File: src/rtl/cp0_commit_pkg.sv
// Shared CP0 constants: exception codes, register numbers, SR/Cause field positions
// and the NORMAL/HANDLER pipeline state.
package cp0_commit_pkg;
    localparam logic [31:0] PRID    = 32'h0000_4850;
    localparam logic [31:0] EXC_VEC = 32'h0000_4180;

    localparam logic [4:0] EXC_INT  = 5'd0;
    localparam logic [4:0] EXC_ADEL = 5'd4;
    localparam logic [4:0] EXC_ADES = 5'd5;
    localparam logic [4:0] EXC_RI   = 5'd10;
    localparam logic [4:0] EXC_OV   = 5'd12;

    localparam logic [4:0] REG_BADVADDR = 5'd8;
    localparam logic [4:0] REG_SR       = 5'd12;
    localparam logic [4:0] REG_CAUSE    = 5'd13;
    localparam logic [4:0] REG_EPC      = 5'd14;
    localparam logic [4:0] REG_PRID     = 5'd15;

    localparam int SR_IE     = 0;
    localparam int SR_EXL    = 1;
    localparam int SR_IM_LO  = 10;
    localparam int CAUSE_BD  = 31;
    localparam int CAUSE_IP_LO  = 10;
    localparam int CAUSE_EXC_LO = 2;

    typedef enum logic {NORMAL = 1'b0, HANDLER = 1'b1} pstate_e;
endpackage

File: src/rtl/cp0_commit.sv
// M-stage CP0 commit: take/eret decision plus SR, Cause, EPC, PRId storage and mfc0 mux.
// Optional BadVAddr register (reg 8) enabled by defining CP0_BADVADDR_EN.
module cp0_commit
    import cp0_commit_pkg::*;
(
    input  logic        clk,
    input  logic        reset_n,
    input  logic        valid_m,
    input  logic [31:0] pc_m,
    input  logic [4:0]  exccode_m,
    input  logic        bd_m,
    input  logic [31:0] ao_m,
    input  logic [5:0]  hwint,
    input  logic        we,
    input  logic        eret_m,
    input  logic [4:0]  addr,
    input  logic [31:0] din,
    output logic [31:0] dout,
    output logic        take,
    output logic [31:0] target,
    output logic [31:0] epc_out
);
    pstate_e     state_q, state_d;
    logic [5:0]  im_q, im_d;
    logic        ie_q, ie_d;
    logic        bd_q, bd_d;
    logic [5:0]  ip_q;
    logic [4:0]  exc_q, exc_d;
    logic [31:0] epc_q, epc_d;

    logic        exl, int_pend, exc_pend, do_eret, do_wr;
    logic [4:0]  code;

    // EXL is exactly the HANDLER state; it masks every new take.
    assign exl      = (state_q == HANDLER);
    assign int_pend = valid_m & (|(hwint & im_q)) & ie_q & ~exl;
    assign exc_pend = valid_m & (exccode_m != 5'd0) & ~exl;
    assign take     = int_pend | exc_pend;
    assign code     = int_pend ? EXC_INT : exccode_m;
    assign do_eret  = valid_m & eret_m & ~take;
    assign do_wr    = valid_m & we & ~take;
    assign target   = take ? EXC_VEC : (do_eret ? epc_q : 32'd0);
    assign epc_out  = epc_q;

    always_comb begin
        state_d = state_q;
        im_d    = im_q;
        ie_d    = ie_q;
        bd_d    = bd_q;
        exc_d   = exc_q;
        epc_d   = epc_q;
        if (take) begin
            state_d = HANDLER;
            bd_d    = bd_m;
            exc_d   = code;
            epc_d   = bd_m ? pc_m - 32'd4 : pc_m;
        end else begin
            if (do_wr && addr == REG_SR) begin
                im_d    = din[SR_IM_LO +: 6];
                ie_d    = din[SR_IE];
                state_d = din[SR_EXL] ? HANDLER : NORMAL;
            end
            if (do_wr && addr == REG_EPC)
                epc_d = {din[31:2], 2'b00};
            // eret applied after an SR write so a same-cycle eret always leaves EXL clear
            if (do_eret)
                state_d = NORMAL;
        end
    end

    always_ff @(posedge clk or negedge reset_n) begin
        if (!reset_n) begin
            state_q <= NORMAL;
            im_q    <= '0;
            ie_q    <= 1'b0;
            bd_q    <= 1'b0;
            ip_q    <= '0;
            exc_q   <= '0;
            epc_q   <= '0;
        end else begin
            state_q <= state_d;
            im_q    <= im_d;
            ie_q    <= ie_d;
            bd_q    <= bd_d;
            ip_q    <= hwint;
            exc_q   <= exc_d;
            epc_q   <= epc_d;
        end
    end

`ifdef CP0_BADVADDR_EN
    logic [31:0] badvaddr_q, badvaddr_d;

    always_comb begin
        badvaddr_d = badvaddr_q;
        if (take && (code == EXC_ADEL || code == EXC_ADES))
            badvaddr_d = ao_m;
    end

    always_ff @(posedge clk or negedge reset_n) begin
        if (!reset_n) badvaddr_q <= '0;
        else          badvaddr_q <= badvaddr_d;
    end
`else
    logic [31:0] badvaddr_q;
    logic        unused_ao;
    assign badvaddr_q = 32'd0;
    assign unused_ao  = ^ao_m;
`endif

    always_comb begin
        dout = 32'd0;
        case (addr)
            REG_BADVADDR: dout = badvaddr_q;
            REG_SR:       dout = {16'd0, im_q, 8'd0, exl, ie_q};
            REG_CAUSE:    dout = {bd_q, 15'd0, ip_q, 3'd0, exc_q, 2'd0};
            REG_EPC:      dout = epc_q;
            REG_PRID:     dout = PRID;
            default:      dout = 32'd0;
        endcase
    end
endmodule

File: config.mk
export PLATFORM = sky130hd
export DESIGN_NAME = cp0_commit
export DESIGN_NICKNAME = d
export VERILOG_FILES = /design/src/rtl/cp0_commit_pkg.sv /design/src/rtl/cp0_commit.sv
export SDC_FILE = /design/constraint.sdc
export NUM_CORES = 1
export LEC_CHECK = 0
export ABC_AREA = 1
export CAP_MARGIN = 20
export CORE_ASPECT_RATIO = 0.9
export CORE_MARGIN = 2
export CORE_UTILIZATION = 39
export CTS_CLUSTER_DIAMETER = 60
export DETAILED_ROUTE_END_ITERATION = 10
export PLACE_DENSITY = 0.87
export SETUP_SLACK_MARGIN = 0.2
export SLEW_MARGIN = 0
export SYNTH_ARGS = -nofsm -noshare
export SYNTH_HDL_FRONTEND = slang
export SYNTH_SLANG_ARGS = --single-unit
File: constraint.sdc
create_clock -name clk -period 2.2 [get_ports clk]
set_input_delay 0.44 -clock clk [delete_from_list [all_inputs] [get_ports clk]]
set_output_delay 0.44 -clock clk [all_outputs]
set_load 0.02 [all_outputs]
### Word level (Yosys, flattened, before mapping)

Cells that the tools add are included.
Widths: inputs -> output; s select.

* $add $sub $neg: 1
* multiply operators: 0
* div/mod/pow operators: 0
* magnitude comparators: 0
* equal/unequal tests: 4
* shifts and indexed selects: 0
* muxes and demuxes: 11
* bitwise gates (word level): 13
* reductions and logical operators: 7

Operators by type and width (count)
* $mux 32: 5
* $pmux 32 s4: 1
* $sub 32x3->32 const B: 1
* $eq 5x4->1 const B: 4
* $and 1x1->1: 9
* $and 6x6->6: 1
* $reduce_or 6->1: 1
* $mux 5: 1
* $reduce_bool 5->1: 1
* $mux 1: 4
* $reduce_bool 3->1: 1
* $logic_and 1x1->1: 2
* $not 1->1: 2
* $reduce_and 2->1: 1
* $reduce_bool 2->1: 1
* $or 1x1->1: 1

* flip-flop bits (word level): 52
* latch bits: 0
* RAM bits: 0
* ROM bits: 0
* bits of input ports: 118
* output and inout port bits: 97
* memories: 0

### Longest topological paths before layout

* depth after elaboration: 12
* mapped depth: 13
* mapped depth without buffers: 13

### Worst setup path after synthesis

Ideal clock, no wire load.

* path kind: input to output
* start: input port hwint[0]
* end: output port target[21]
* data arrival time: 1.481 ns
* data required time: 1.760 ns
* path slack: 0.279 ns
* stages on the path: 11
* cell sequence: nand2_1 -> nand2_1 -> nor2_1 -> nand2_1 -> nand2_2 -> nand2_2 -> nand2_4 -> nand3_1 -> buf_2 -> buf_6 -> nor2_2

* cells in the longest elaborated chain, start to end: 10

RTL lines
* start, declared: RTL line cp0_commit.sv:13 `input logic [5:0] hwint,`
* $and 6x6->6 *: RTL line cp0_commit.sv:36 `assign int_pend = valid_m & (|(hwint & im_q)) & ie_q & ~exl;`
* $reduce_or 6->1 *: RTL line cp0_commit.sv:36
* $and 1x1->1 * (3 in a row): RTL line cp0_commit.sv:36
* $or 1x1->1 *: RTL line cp0_commit.sv:38 `assign take = int_pend | exc_pend;`
* $not 1->1 (no source line)
* $and 1x1->1: RTL line cp0_commit.sv:40 `assign do_eret = valid_m & eret_m & ~take;`
* $mux 32: RTL line cp0_commit.sv:42 `assign target = take ? EXC_VEC : (do_eret ? epc_q : 32'd0);`
* $mux 32 *: RTL line cp0_commit.sv:42
* end, declared: RTL line cp0_commit.sv:20 `output logic [31:0] target,`

Every way passes the cells marked *; elsewhere a longest branch is shown, timed or not.

### Worst setup path in the final report

* start: register im_q[2]
* end: output port target[6]

* cells in the longest elaborated chain, start to end: 10

RTL lines
* start, declared: RTL line cp0_commit.sv:24 `logic [5:0] im_q, im_d;`
* start signal, assigned: RTL line cp0_commit.sv:82 `im_q <= im_d;`
* $and 6x6->6 *: RTL line cp0_commit.sv:36
* $reduce_or 6->1 *: RTL line cp0_commit.sv:36
* $and 1x1->1 * (3 in a row): RTL line cp0_commit.sv:36
* $or 1x1->1 *: RTL line cp0_commit.sv:38
* $not 1->1 (no source line)
* $and 1x1->1: RTL line cp0_commit.sv:40
* $mux 32: RTL line cp0_commit.sv:42
* $mux 32 *: RTL line cp0_commit.sv:42

Marks and branches as above.

==> impl_metrics.csv <==
group,metric,value,unit
route,drt-vias-per-instance,5.05,
route,num_vias,4798,
die,core,9610,µm²
yosys,syn_nets,706,
run_status,violations,"setup timing",
worst_setup_path,cp.buffers_inverters,3,
route,dr.pass1.iters,5,
worst_setup_path,endpoint_kind,"output port",
worst_setup_path,critPathRequiredTime,1.76,ns
clocking,cts_root_buf,"clkbuf_8",
sta,tns,-4.84,ns
yosys,synthDominantCellAreaShare,34.0,%
sta,period_needed,2.39,ns
worst_setup_path,r2r_end,"epc_out[7]",
yosys,syn_avg_cell_area,6.52,µm²
pwr,peakVddDrop,0.000571,V
sta,slew_headroom,70.7,%
cells_and_area,drive_above_1_share,32.2,%
clocking,clk_latency,0.31,ns
yosys,yosysTopAreaCell,"dfrtp_1",
clocking,tritoncts,"done",
worst_setup_path,cpMaxStageDelayCell,"dfrtp_1",
global_routing,antenna_found_initial,0,
worst_setup_path,critPathLaunchType,"flop",
worst_setup_path,arrival,1.95,ns
sta,post-route-period-util,109,%
die,dieArea,10600,µm²
yosys,synth-seq-area-share,34.0,%
global_routing,overflow,0,
place,gp_congestion,0.922,
sta,clock_skew,0.00602,ns
clocking,cts_buffer_depth,2,
die,io_pins,215,
cells_and_area,fin_util,73.3,%
route,drc_errors,0,
global_routing,grt_pass1_vias,4432,
worst_setup_path,path_max_fanout,6,
clocking,clock_sinks,52,
cells_and_area,diodes,0,
die,start_util,39.8,%
run_status,outcome,"finished, violations left",
pwr,p_leak,3.40,nW
die,die_h,98.0,µm
clocking,cts_hold_buf,0,
yosys,synth_cell_types,37,
route,drtIter0Drc,304,
run,max_cap_violations,0,
sta,rsz0062_at_grt,"true",
cells_and_area,final_nets,943,
clocking,clk_pin_slew_worst_paths,0.10,ns
worst_setup_path,reg2reg_slack,0.03,ns
sta,slew_viol_final,0,
global_routing,grt_first_pass_wirelength,22500,µm
place,hpwl,10900,µm
route,finalWirelength,16100,µm
worst_setup_path,crit_top_cell,"nand2_1",
clocking,numCtsBuffers,5,
yosys,netlist_area,3830,µm²
yosys,synthCells,587,
die,core.rowCount,34,
yosys,synthTopCellsByArea,"dfrtp_1 (34%), nand2_1 (17%), nor2_1 (8.9%)",
route,wl_per_cell,16.9,µm
sta,setup_viol,33,
worst_setup_path,rr_worst_depth,15,
worst_setup_path,slowest_delay,0.40,ns
worst_setup_path,r2r-start,"im_q[5]",
yosys,ys_ff_latch,52,
cells_and_area,final_common_cell,"nand2_1",
place,port_buffers,182,
yosys,yosysWarnings,0,
worst_setup_path,crit_family,"simple AND/OR/NAND/NOR gates",
global_routing,track_usage,26.9,%
min_path,min_path_type,"input port to asynchronous set/reset pin",
pwr,pwr_density_cell,749,nW/µm²
sta,fmax,419,MHz
worst_setup_path,crit_type,"flop to output port",
sta,layout_setup_ws,-0.188,ns
sta,hold_viol,0,
sta,worst_slew_pin_slew,0.435,ns
route,ant_nets,0,
worst_setup_path,worstPathCellList,"nand2_1, nand2_1, nor2_2, nand2_1, nand2_2, nand2_2, nand2_4, nand3_4, buf_12, buf_12, nor2_4, buf_6",
die,die_x,108,µm
cells_and_area,area_growth,84.2,%
cells_and_area,layout_common_cells,"nand2_1 (162), clkdlybuf4s50_1 (100), inv_1 (72)",
global_routing,grt_start_max_net_pins,32,
clocking,cts_htree_levels,2,
==> power breakdown <==
| part | switching (W) | total, W | internal [W] |
|---|---|---|---|
| combinational | 0.00167 | 0.00304 | 0.00137 |
| sequential | 0.000246 | 0.00150 | 0.00126 |
| clock | 0.000329 | 0.000731 | 0.000402 |
==> synth_stat cells <==
cell type,n
a21oi_1,2
a21oi_2,2
and2_1,1
buf_1,2
buf_2,10
buf_4,3
buf_6,4
clkbuf_1,1
dfrtp_1,52
ha_1,1
inv_1,77
inv_2,7
nand2_1,178
nand2_2,7
nand2_4,3
nand3_1,20
nand3_2,3
nand3_4,1
nand4_1,4
nor2_1,91
nor2_2,17
nor2_4,5
nor2_8,1
nor3_1,3
nor3_2,1
nor4_1,1
o2111ai_1,2
o211ai_1,5
o21ai_0,15
o21ai_1,39
o21ai_2,4
o21bai_1,1
o221ai_1,2
o22ai_1,6
or2_1,1
xnor2_1,2
xor2_1,13
==> sequential cells by signal, indices dropped and copies added (netlist names) <==
name,count
ie_q,1
bd_q,1
im_q,6
exl,1
exc_q,5
ip_q,6
epc_out,32
==> through the flow <==
step                      hold WS [ns]  total power [W]  worst slack [ns]  std cells  area [µm²]
after floorplan                  0.144          0.00261             0.279        587        3830
after global placement           0.447          0.00377            -0.633        914        6000
after detailed placement         0.458          0.00382            -0.686        914        6000
after CTS                        0.132          0.00472            -0.142        937        6410
after global routing             0.137          0.00553            -0.290        951        7050
final                            0.114          0.00528            -0.188        951        7050
==> layout make-up <==
cell class / instances / area, µm²
timing repair buffer: 249 / 2580
fill: 709 / 2570
multi-input combinational: 431 / 2540
sequential: 52 / 1300
inverter: 84 / 333
tap: 126 / 158
clock buffer: 7 / 96.3
clock inverter: 1 / 30.0
timing repair inverter: 1 / 8.76
==> layer usage <==
| layer | up-vias | global-route usage, % | wire, µm |
|---|---|---|---|
| li1 | 2294 | - | - |
| met1 | 2251 | 36.0 | 6590 |
| met2 | 205 | 45.1 | 7820 |
| met3 | 48 | 3.47 | 1030 |
| met4 | 0 | 8.38 | 634 |
| met5 | - | 0 | 0 |
==> cell families after synthesis <==
| group | count (synthesis) | synth area share [%] |
|---|---|---|
| adder cells (fa/ha/maj) | 1 | 0.327 |
| XOR/XNOR | 15 | 3.43 |
| AO/OA/AOI/OAI | 78 | 11.8 |
| buffers and inverters | 104 | 11.6 |
| AND/OR/NAND/NOR | 337 | 38.8 |
| flip-flops | 52 | 34.0 |
==> worst max path at each step <==
stage / depth (start not counted) / startpoint / endpoint / slack [ns]
final: 12 / im_q[2] / target[6] / -0.19
after global routing: 12 / im_q[2] / target[31] / -0.29
after CTS: 12 / im_q[5] / target[9] / -0.14
after detailed placement: 12 / hwint[5] / target[9] / -0.69
after global placement: 12 / hwint[3] / target[18] / -0.63
after floorplan: 11 / hwint[0] / target[21] / 0.28
==> repair_timing <==
action / in CTS / in global routing
setup endpoints to repair: 96 / 91
gates cloned: 4 / 5
buffers inserted: 11 / 9
gates resized for setup: 363 / 144
pin swaps: 10 / 20
No activity file was read; power rests on OpenSTA's default activity.
